**config.mk**
```make
export PLATFORM = sky130hd
export DESIGN_NAME = conv3x3_window_gen
export DESIGN_NICKNAME = d
export VERILOG_FILES = /design/src/rtl/conv3x3_window_gen.sv
export SDC_FILE = /design/constraint.sdc
export NUM_CORES = 1
export LEC_CHECK = 0
export ABC_AREA = 1
export CELL_PAD_IN_SITES_DETAIL_PLACEMENT = 0
export CELL_PAD_IN_SITES_GLOBAL_PLACEMENT = 2
export CORE_MARGIN = 2
export CORE_UTILIZATION = 35
export DETAILED_ROUTE_END_ITERATION = 6
export PLACE_DENSITY = 0.77
export RECOVER_POWER = 100
export SYNTH_ARGS = -nofsm -noshare
export SYNTH_HDL_FRONTEND = slang
export SYNTH_SLANG_ARGS = --single-unit
```
**constraint.sdc**
```tcl
create_clock -name iClk -period 2.9 [get_ports iClk]
set_input_delay 0.87 -clock iClk [delete_from_list [all_inputs] [get_ports iClk]]
set_output_delay 0.87 -clock iClk [all_outputs]
set_load 0.1 [all_outputs]
```
**src/rtl/conv3x3_window_gen.sv**
```systemverilog
// conv3x3_window_gen
//   Streaming 3x3 sliding-window generator (stride 1, no padding) that sits in
//   front of the conv3x3 stage. It accepts raster-order pixels and keeps two
//   line buffers plus two columns of window history. For every pixel at
//   (row>=2, col>=2) it emits one registered 3x3 window on the following cycle.
//
// Ports
//   iClk         clock
//   iRsn         synchronous active-low reset
//   iPixValid    iPixData valid (bubbles allowed, no backpressure)
//   iPixData     pixel, WI bits, passed bit-exact
//   oWindowRow1  {p(y-2,x-2), p(y-2,x-1), p(y-2,x)}, MSB = leftmost
//   oWindowRow2  {p(y-1,x-2), p(y-1,x-1), p(y-1,x)}
//   oWindowRow3  {p(y,  x-2), p(y,  x-1), p(y,  x)}
//   oWinValid    window outputs valid this cycle
//   oMapDone     one-cycle pulse the cycle after the last window of a frame
module conv3x3_window_gen #(
  parameter int WI    = 8,
  parameter int IMG_W = 28,
  parameter int IMG_H = 28
) (
  input  logic            iClk,
  input  logic            iRsn,
  input  logic            iPixValid,
  input  logic [WI-1:0]   iPixData,
  output logic [3*WI-1:0] oWindowRow1,
  output logic [3*WI-1:0] oWindowRow2,
  output logic [3*WI-1:0] oWindowRow3,
  output logic            oWinValid,
  output logic            oMapDone
);

  localparam int CW = $clog2(IMG_W);
  localparam int RW = $clog2(IMG_H);
  localparam logic [CW-1:0] COL_LAST = CW'(IMG_W - 1);
  localparam logic [RW-1:0] ROW_LAST = RW'(IMG_H - 1);

  logic [CW-1:0] col_q, col_d;
  logic [RW-1:0] row_q, row_d;

  // Line buffers: lb1 holds row y-1, lb2 holds row y-2 at index col.
  logic [WI-1:0] lb1 [IMG_W];
  logic [WI-1:0] lb2 [IMG_W];

  // Window history columns, index 2 = top (y-2), 1 = middle, 0 = bottom (y).
  // hm1 is column x-1, hm2 is column x-2 relative to the incoming pixel.
  logic [2:0][WI-1:0] hm1_q, hm2_q, col_new;

  logic col_last, row_last, win_fire, last_win, last_q;

  assign col_last = (col_q == COL_LAST);
  assign row_last = (row_q == ROW_LAST);
  assign col_new  = {lb2[col_q], lb1[col_q], iPixData};

  // Masking col < 2 keeps windows from straddling a row wrap; masking
  // row < 2 keeps stale line-buffer contents (e.g. after reset) out.
  assign win_fire = iPixValid && (row_q >= RW'(2)) && (col_q >= CW'(2));
  assign last_win = win_fire && col_last && row_last;

  always_comb begin
    col_d = col_q;
    row_d = row_q;
    if (iPixValid) begin
      if (col_last) begin
        col_d = '0;
        row_d = row_last ? '0 : row_q + RW'(1);
      end else begin
        col_d = col_q + CW'(1);
      end
    end
  end

  always_ff @(posedge iClk) begin
    if (!iRsn) begin
      col_q       <= '0;
      row_q       <= '0;
      hm1_q       <= '0;
      hm2_q       <= '0;
      oWindowRow1 <= '0;
      oWindowRow2 <= '0;
      oWindowRow3 <= '0;
      oWinValid   <= 1'b0;
      last_q      <= 1'b0;
      oMapDone    <= 1'b0;
    end else begin
      col_q     <= col_d;
      row_q     <= row_d;
      oWinValid <= win_fire;
      last_q    <= last_win;
      // Done trails the last window's valid by one cycle regardless of input.
      oMapDone  <= last_q;
      if (iPixValid) begin
        hm2_q <= hm1_q;
        hm1_q <= col_new;
      end
      if (win_fire) begin
        oWindowRow1 <= {hm2_q[2], hm1_q[2], col_new[2]};
        oWindowRow2 <= {hm2_q[1], hm1_q[1], col_new[1]};
        oWindowRow3 <= {hm2_q[0], hm1_q[0], col_new[0]};
      end
    end
  end

  // Line buffers are not reset; validity is gated by the counters alone.
  always_ff @(posedge iClk) begin
    if (iPixValid) begin
      lb2[col_q] <= lb1[col_q];
      lb1[col_q] <= iPixData;
    end
  end

endmodule
```
Word level (Yosys, flattened, before mapping)

Memories as Yosys holds them, arrays and structs flattened. A register that Yosys moved wholly into a read port is not among the register bits.
Index checks and enable logic that the tools add are counted.
W data, S select, Z words.

Bits in registers: 133
Memory bits (writable): 448
Input port bits: 11
Output and inout bits: 74
Logic and storage cells: 35
Memories kept: 2

Add/sub/neg operators: 2
Magnitude comparators: 2
Equality and inequality tests: 2
Muxes and demuxes: 8
Reductions and logical operators: 5

Memory list:

| memory | words | width | rd ports | clocked after memory_dff | write ports | RTL line | source |
|---|---|---|---|---|---|---|---|
| lb1    | 28    | 8     | 1        | 1                        | 1           | 42       | `logic [WI-1:0] lb1 [IMG_W];` |
| lb2    | 28    | 8     | 1        | 1                        | 1           | 43       | `logic [WI-1:0] lb2 [IMG_W];` |

Operators with widths:

| operator              | count |
|---|---|
| $mux W5               | 6 |
| $add A5 B1 Y5 const B | 2 |
| $eq A5 B5 Y1 const B  | 2 |
| $ge A5 B2 Y1 const B  | 2 |
| $logic_and A1 B1 Y1   | 4 |
| $mux W1               | 2 |
| $reduce_and A2 Y1     | 1 |

Longest topological paths before layout

Depth in word-level cells: 5
Depth in mapped cells: 14
Mapped depth without buffers: 11

Worst setup path after synthesis

No wires, ideal clock.

Path kind: in2reg
Start point: in iPixValid
End point: mem lb1[24][0] (enable)
Setup time: 388 ps
Arrival time: 2208 ps
Required time: 2512 ps
Slack: 304 ps
Cell stages on the path: 4
Path through: buf_2 > clkbuf_1 > nand2_1 > nor2_1

Word-level cells in the longest chain between the ends: 2

Ends and longest elaborated chain:

| element                       | RTL line | source |
|---|---|---|
| start: declaration            | 24       | `input logic iPixValid,` |
| $mux W1                       | 106      | `if (iPixValid) begin` |
| $mux W1 (implied by the code) | 108      | `lb1[col_q] <= iPixData;` |
| end: declaration              | 42       |  |

No other way between the ends.

Final worst setup path

Start point: in iPixData[0]
End point: mem lb1[21][0] (data pin)

RTL lines:

| element            | RTL line | source |
|---|---|---|
| start: declaration | 25       | `input logic [WI-1:0] iPixData,` |

No word-level cell before the write port.

==> reports/results.txt <==
Fmax = 383 MHz
Setup bufs post-CTS = 0
Share of cells above drive strength 1 = 0.106
RSZ-0062 raised after global routing = false
#FFs+latches synth = 586
CTS sink count = 586
Post-DP HPWL = 38700 µm
Die Ht = 265 µm
Num CTS Buffers = 66
Area growth syn-to-layout = 15.0%
Tcrit/Tclk final = 0.900
Total track usage = 0.190
Antenna viol nets, final = 0
TritonCTS clock tree = yes
WP buf/inv = 2
Syn_nets = 2364
Worst Path Max Fanout = 30
HP Class = flop to flop
Initial core utilization = 0.354
Reg2Reg Setup Slack = 0.30 ns
Seq/Total Area, Yosys = 0.680
DR vias/cell = 4.80
Peak supply drop = 0.000396 V
Top-area cell type share of the netlist area = 0.564
Met1 GRT Util = 0.248
ANT cells = 0
Cell count after synthesis = 2347
Hold-fix buffers, CTS = 0
EDFF count, synth = 448
Worst Path Required = 3.03 ns
Clk_lat worst skew = 0.60 ns
Worst Tran Pin Value = 1.83 ns
Most Crowded Layer GR = met2
CTS HTree Levels = 3
Row cnt = 95
Most instantiated library cell after synthesis = nand2_1
Die Footprint = 70200 µm²
CTS clk-pin slew, worst paths = 0.06 ns
PD cells = 682 nW/µm²
First-pass GRT wire length = 100000 µm
Slew margin rel. = -0.221
Post-CTS Resized = 0
Initial antenna violation count = 1
Failing checks = capacitance limit, slew limit
Critical Path Start Type = input pin
Clk root buf = clkbuf_16
Total Nets Final = 2478
Main synth FF type = edfxtp_1
Ports = 85
GR Layer Usage met3 = 0.0258
Largest net degree at the start of global routing = 115
Fin crit period = 2.61 ns
CTS Buffer Depth = 3
Core Region = 67300 µm²
YS warnings = 0
DRC viols = 0
Final setup violation count = 0
Dpl cells = 3266
Total gr overflow = 0
Max Cap Viol = 3
Netlist cell types = 31
IO buf count = 84
Setup Crit Path Kind = input pin to flop
Synth cell count leaders = nand2_1, edfxtp_1, nand3_1, nor2_1, inv_1
Final Hold Fails = 0
WL/cell = 19.5 µm
Vias in the first global route = 16000
Dominant cell type by area after synthesis = edfxtp_1
Static leakage = 10.9 nW
Syn_area_per_cell = 10.2 µm²
Setup TNS = 0 ns
Main area contributors after synthesis = edfxtp_1, nand2_1, dfxtp_1
DIE WIDTH = 265 µm
Share of synthesized registers carrying an async set or reset = 0
Crit path DAT = 2.74 ns
GR Util met2 = 0.328
CP cell instances = dlygate4sd3_1 -> clkbuf_1
Final non-filler cell total = 3383
Synthesized area = 23800 µm²
Status = finished, violations left
Drt total wl = 66000 µm
Via count = 16200
Iter 0 DRT Violations = 1290
Crit path capture type = flop
Worst path slowest cell = clkbuf_1
Final Skew = 0.0227 ns
Pre-antenna DRT Iters = 5
Crit path largest cell delay = 1.30 ns
CP top delay family = buffers and inverters
GP Congestion = 0.785
Final Max Slew Viols = 93
## worst reg2reg max path, cell delays in order, from the launching register on
cell      delay, ns
dfxtp_4        0.38
inv_6          0.16
buf_12         0.18
buf_12         0.16
buf_4          0.23
nand2_1        0.07
nand3_1        0.08
nand3_1        0.09
nand2_1        0.11
nand2_1        0.09
nand3_1        0.25
nand2_1        0.16
clkbuf_2       0.30
## registers in the layout (all words and copies together) (netlist names), named ones only
register / flops
lb2: 224
hm1_q: 24
oWindowRow3: 24
row_q: 5
last_q: 1
hm2_q: 24
oWindowRow1: 24
oWinValid: 1
col_q: 5
oMapDone: 1
lb1: 224
oWindowRow2: 24
## per-layer routing
metal / share of wire / up-vias
met1: 0.44 / 7859
met3: 0.040 / 90
met4: 0.025 / 0
li1: - / 7965
met2: 0.50 / 321
met5: 0 / -
## layout by cell type (no fill, tap or decap), types with 2 or more instances in the layout
master         count
a21oi_1           78
buf_12            14
buf_4             26
clkbuf_1          31
clkbuf_16         74
clkbuf_2         115
clkbuf_8           4
clkinv_1          11
clkinv_2          12
dfxtp_1          135
dfxtp_4            2
dlygate4sd3_1      8
edfxtp_1         448
ha_1               6
inv_1            183
inv_2              3
inv_4              2
inv_6              2
nand2_1          750
nand3_1          276
nand4_1            3
nor2_1           201
nor2_2             5
nor3_1             2
o211ai_1           3
o21a_1            10
o21ai_0           88
o21ai_1            3
or2_1              4
or2_2              4
## through the flow
| stage | setup WS [ns] | utilization | hold WS [ns] | instance area, µm² | power, W |
|---|---|---|---|---|---|
| after global routing | 0.159 | 0.408 | 0.463 | 27400 | 0.0194 |
| after floorplan | 0.304 | - | 0.390 | 23800 | 0.0103 |
| after global placement | 0.389 | 0.382 | 0.410 | 25700 | 0.0109 |
| final | 0.289 | 0.408 | 0.424 | 27400 | 0.0187 |
| after detailed placement | 0.393 | 0.382 | 0.411 | 25700 | 0.0109 |
| after CTS | 0.367 | 0.413 | 0.425 | 27800 | 0.0189 |
## kinds of logic after synthesis
kind of cell    Yosys count  synth area share
xor+xnor                  1          0.000367
flops                   586             0.680
buf+inv                 323            0.0634
compound gates          183            0.0399
fa+ha+maj                 6           0.00315
simple gates           1248             0.213
## area by class of cell
type                    count  area, µm²
clock buffers              93       1960
clock inverters            24        116
fillers                  6525      39800
inverters                 190        721
multi-input cells        1438       6120
flip-flops and latches    586      16200
well taps                 873       1090
repair buffers            179       1190
## where the power goes
part,leakage (nW),internal [W],switching [W],total [W]
sequential,5.16,0.00925,0.0000587,0.00931
combinational,4.75,0.000360,0.00104,0.00140
clock,1.03,0.00471,0.00328,0.00800
## path summary, 6_finish.rpt
| kind | startpoint | to | cells after the start |
|---|---|---|---|
| min reg2reg | last_q | oMapDone | 2 |
| min | last_q | oMapDone | 2 |
| max reg2reg | flop | lb2[7][5] | 12 |
| max | iPixData[0] | lb1[21][0] | 2 |
Note: power is estimated with default switching activity, not from simulation.
